`src/rtl/tdm_pkg.sv`:
```
// Shared TDM link constants: frame size, slot-index width and receiver state encoding.
// Used by both the transmit sequencer and the receive demux so slot order agrees.
package tdm_pkg;

   localparam int unsigned TDM_NCH = 4;
   localparam int unsigned TDM_SW  = 2;

   typedef enum logic {
      HUNT = 1'b0,
      RECV = 1'b1
   } tdm_state_t;

endpackage

```
`src/rtl/tdm_demux_1_4.sv`:
```
// Receive side of the 4:1 TDM link: follows the slot sweep, rebuilds the parallel
// word, strobes dout_valid per complete frame and pulses sync_err on framing violations.
module tdm_demux_1_4
   import tdm_pkg::*;
#(
   parameter int unsigned NCH = TDM_NCH,
   parameter int unsigned SW  = TDM_SW
) (
   input  logic           clk,
   input  logic           rst,
   input  logic           din_valid,
   input  logic           frame_sync,
   input  logic           din,
   output logic [NCH-1:0] dout,
   output logic           dout_valid,
   output logic [SW-1:0]  slot,
   output logic           sync_err
);

   localparam logic [SW-1:0] LAST_SLOT = SW'(NCH - 1);
   localparam logic [SW-1:0] ONE_SLOT  = SW'(1);

   tdm_state_t     state_q, state_d;
   logic [SW-1:0]  slot_q, slot_d;
   logic [NCH-1:0] shadow_q, shadow_d;
   logic [NCH-1:0] dout_q, dout_d;
   logic           dv_q, dv_d;
   logic           err_q, err_d;

   always_comb begin
      state_d  = state_q;
      slot_d   = slot_q;
      shadow_d = shadow_q;
      dout_d   = dout_q;
      dv_d     = 1'b0;
      err_d    = 1'b0;
      if (din_valid) begin
         unique case (state_q)
            HUNT: begin
               if (frame_sync) begin
                  shadow_d[0] = din;
                  slot_d      = ONE_SLOT;
                  state_d     = RECV;
               end
            end
            RECV: begin
               if (slot_q == '0) begin
                  if (frame_sync) begin
                     shadow_d[0] = din;
                     slot_d      = ONE_SLOT;
                  end else begin
                     err_d    = 1'b1;
                     shadow_d = '0;
                     slot_d   = '0;
                     state_d  = HUNT;
                  end
               end else if (frame_sync) begin
                  // Early sync mid-frame: drop the partial frame and restart at slot 0.
                  err_d       = 1'b1;
                  shadow_d    = '0;
                  shadow_d[0] = din;
                  slot_d      = ONE_SLOT;
               end else begin
                  shadow_d[slot_q] = din;
                  if (slot_q == LAST_SLOT) begin
                     dout_d = shadow_d;
                     dv_d   = 1'b1;
                     slot_d = '0;
                  end else begin
                     slot_d = slot_q + ONE_SLOT;
                  end
               end
            end
            default: state_d = HUNT;
         endcase
      end
   end

   always_ff @(posedge clk or posedge rst) begin
      if (rst) begin
         state_q  <= HUNT;
         slot_q   <= '0;
         shadow_q <= '0;
         dout_q   <= '0;
         dv_q     <= 1'b0;
         err_q    <= 1'b0;
      end else begin
         state_q  <= state_d;
         slot_q   <= slot_d;
         shadow_q <= shadow_d;
         dout_q   <= dout_d;
         dv_q     <= dv_d;
         err_q    <= err_d;
      end
   end

   assign dout       = dout_q;
   assign dout_valid = dv_q;
   assign slot       = slot_q;
   assign sync_err   = err_q;

endmodule

```
`config.mk`:
```
export PLATFORM = sky130hd
export DESIGN_NAME = tdm_demux_1_4
export DESIGN_NICKNAME = d
export VERILOG_FILES = /design/src/rtl/tdm_pkg.sv /design/src/rtl/tdm_demux_1_4.sv
export SDC_FILE = /design/constraint.sdc
export NUM_CORES = 1
export LEC_CHECK = 0
export ABC_AREA = 1
export BUFFER_PORTS_ARGS = -buffer_cell sky130_fd_sc_hd__buf_2
export CAP_MARGIN = 20
export CORE_AREA = 2 2 39 41
export DETAILED_ROUTE_END_ITERATION = 16
export DIE_AREA = 0 0 41 43
export GPL_TIMING_DRIVEN = 0
export PLACE_DENSITY = 0.85
export SYNTH_ARGS = -nofsm -noshare
export SYNTH_HDL_FRONTEND = slang
export SYNTH_SLANG_ARGS = --single-unit
```
`constraint.sdc`:
```
create_clock -name clk -period 4.35 [get_ports clk]
set_clock_uncertainty 0.1 [all_clocks]
set_input_delay 0.435 -clock clk [delete_from_list [all_inputs] [get_ports clk]]
set_output_delay 0.435 -clock clk [all_outputs]
set_load 0.05 [all_outputs]
```
==> flow_summary_export.csv <==
group,metric,value,unit
grt,grt_pass1_vias,487,
detailed_routing,detailroute.via_count,554,
cells_and_area,multi_input_logic_area,320,µm²
pwr,total_leakage_power,0.480,nW
floorplanning,placementRows,14,
grt,wire_length_of_the_first_global_routing_pass,1960,µm
critical_path,timing.critical_path.max_delay_family,"flip-flops",
synth,synth.most_common_cell,"nand2_1",
sta,worst_margin_slew,0.466,ns
critical_path,critPathKind,"reg2reg",
synth,avgSynthCellArea,7.99,µm²
detailed_routing,detail_route.wirelength,1220,µm
critical_path,required,4.42,ns
detailed_routing,dr_wl_met3,35,µm
synth,synth_common_cells,"35 x nand2_1, 13 x inv_1, 12 x dfrtp_1",
detailed_routing,wire_per_inst,10.5,µm
cells_and_area,flow.area_growth_from_synthesis,15.1,%
sta,layout_worst_path_cycle_share,38.9,%
detailed_routing,routed-wl-met2,594,µm
synth,seq_area_frac_synth,44.2,%
critical_path,worstSetupEndpointType,"flop",
clock_tree,cts_inserted_buffers,3,
clock_tree,post_cts.repair.setup_buffers,0,
detailed_routing,drtPass1Iterations,4,
critical_path,regToRegStartpoint,"slot[0]",
floorplanning,initial_utilization,49.1,%
clock_tree,cts_root_buf,"clkbuf_4",
place,post-dp-hpwl,975,µm
pwr,internal-power,237,µW
synth,async_flop_share,100,%
sta,setup_violations,0,
synth,synth_ff_type,"dfrtp_1",
cells_and_area,post_route_cells_drive_above_1_share,23.0,%
place,place_congestion,0.859,
clock_tree,ctsHoldBuffers,0,
job,timing.max_cap.violations,0,
detailed_routing,detail_route.wirelength.met1,526,µm
sta,timing.max_slew.rel_slack,68.9,%
pwr,total_switching_power,228,µW
clock_tree,clkTransAtPathRegs,0.07,ns
synth,synth_area,679,µm²
cells_and_area,antenna_cells_inserted,0,
critical_path,timing.critical_path.fanout_max,5,
run_status,outcome,"completed",
pwr,power.density_cell_area,594,mW/mm²
grt,antenna_found_initial,0,
sta,hold_viol,0,
pwr,ir_worst_vdd,0.000253,V
sta,maxSlewViolCount,0,
critical_path,timing.critical_path.from,"slot[0]",
pwr,power_frac_clock,14.6,%
floorplanning,chipHeight,43,µm
pwr,report.power.total,465,µW
clock_tree,tritoncts,"built",
critical_path,slowest_stage,"dfrtp_1",
critical_path,buf_inv_on_cp,3,
synth,synth.net_count,96,
synth,synth.largest_area_cell,"dfrtp_1",
floorplanning,design.core.area,0.00138,mm²
detailed_routing,detail_route.vias_per_cell,4.78,
sta,achievable-frequency,0.591,GHz
pwr,combinationalPowerShare,48.8,%
synth,synth_enable_flop_cells,0,
pwr,p_sw_share,49.0,%
floorplanning,die_area,0.00176,mm²
grt,grt_max_degree,13,
critical_path,critPathArrivalTime,1.76,ns
clock_tree,clock_tree_buffer_depth,2,
floorplanning,dieWidth,41,µm
sta,finalSetupTns,0,ns
clock_tree,numClockSinks,12,
detailed_routing,detail_route.iter0.violations,12,
sta,period_needed,1.69,ns
synth,synth-warning-count,0,
grt,gr-usage-all-layers,17.3,%
place,port_buffers,12,
synth,yosys_register_bits,12,
clock_tree,htree_num_levels,1,
grt,grt.overflow.total,0,
critical_path,start_kind,"flop",
hold_path,holdCritPathClass,"in2async",
critical_path,critPathMostFrequentCell,"nand2_1",
synth,share_of_the_synthesized_area_in_the_top_cell_type,44.2,%
synth,distinct_cell_type_count_of_the_synthesized_netlist,13,
sta,grt_setup_unrepaired,"false",
critical_path,crit_chain,"inv_1 -> ha_1 -> inv_1 -> ha_1 -> nand2_1 -> nor2_8 -> inv_4 -> nand2_1 -> nand2_1",
synth,netlist_top_cells_area,"dfrtp_1 44%, nand2_1 19%, ha_1 11%",
clock_tree,clk-insertion-delay-late,0.27,ns
synth,postSynthCellCount,85,
pwr,power.sequential.fraction,36.7,%
detailed_routing,drc,0,
floorplanning,ios,13,
detailed_routing,highest-signal-layer,"met4",
clock_tree,post_cts_resize_count,0,
detailed_routing,ant_nets,0,
critical_path,crit_path_max_incr_delay,0.42,ns
cells_and_area,fillCellCount,128,
cells_and_area,design.final.nets,113,
cells_and_area,ff_latch_area,300,µm²
[state kept, by name, indices dropped and copies added (netlist names)]
name / cells
state_q: 1
sync_err: 1
shadow_q: 3
dout_valid: 1
slot: 2
dout: 4
[cell families (layout without fill, tap and decap cells)]
group,count (synthesis),after routing,synth area share (%)
AO/OA/AOI/OAI,3,3,2.21
adder cells (fa/ha/maj),6,6,11.0
buffers and inverters,15,30,8.66
flip-flops,12,12,44.2
AND/OR/NAND/NOR,49,49,33.9
[stage by stage]
stage               instances  utilization, %  cell area [µm²]  worst slack (ns)  hold WS, ns
global placement          113            54.9              759              2.71        0.351
CTS                       116            56.5              782              2.65       0.0732
floorplan                  85               -              679              2.42        0.200
global route              116            56.5              782              2.56       0.0904
detailed placement        113            54.9              759              2.67        0.353
finish                    116            56.5              782              2.66       0.0606
[path summary, 6_finish.rpt]
path                                 to  slack (ns)  cells after the start
max in group asynchronous       slot[1]        3.77                      2
worst min-delay path            dout[1]        0.06                      2
worst min register to register  dout[3]        0.37                      2
min in group clk                dout[3]        0.31                      3
worst max-delay path            dout[0]        2.66                      9
worst max register to register  dout[0]        2.66                      9
[metal layers]
layer  GRT usage [%]  up-vias
met1            20.3      250
met2            24.7       13
met5               0        -
li1                -      285
met4            16.0        0
met3            3.14        6
[power groups by stage]
stage	registers, mW	logic [mW]	clock network [mW]
after floorplan	0.243	0.104	0
after global placement	0.170	0.220	0
after detailed placement	0.173	0.227	0
after CTS	0.170	0.228	0.0691
after global routing	0.175	0.250	0.0759
final	0.170	0.227	0.0678
[worst register-to-register path: cells and delay by family (launching register included)]
kind	cells	cell delay (ns)
adder cells (fa/ha/maj)	2	0.41
buffers and inverters	3	0.30
flip-flops	1	0.42
AND/OR/NAND/NOR	4	0.37
[cells in the final DEF (no fill, tap or decap), types with 3 or more instances in the layout]
| cell | Yosys | layout |
|---|---|---|
| o21ai_0 | 3 | 3 |
| clkbuf_4 | 0 | 3 |
| nand2_1 | 35 | 35 |
| dfrtp_1 | 12 | 12 |
| buf_2 | 0 | 12 |
| inv_1 | 13 | 13 |
| nand3_1 | 4 | 4 |
| ha_1 | 6 | 6 |
| nor2_1 | 4 | 4 |
[area by class of cell]
class                           count  area share (%)
Multi-Input combinational cell     58            41.0
Sequential cell                    12            38.4
Timing Repair Buffer               12            7.68
Inverter                           15            7.52
Clock buffer                        3            2.88
Tap cell                           16            2.56
Note: power is estimated with default switching activity, not from simulation.
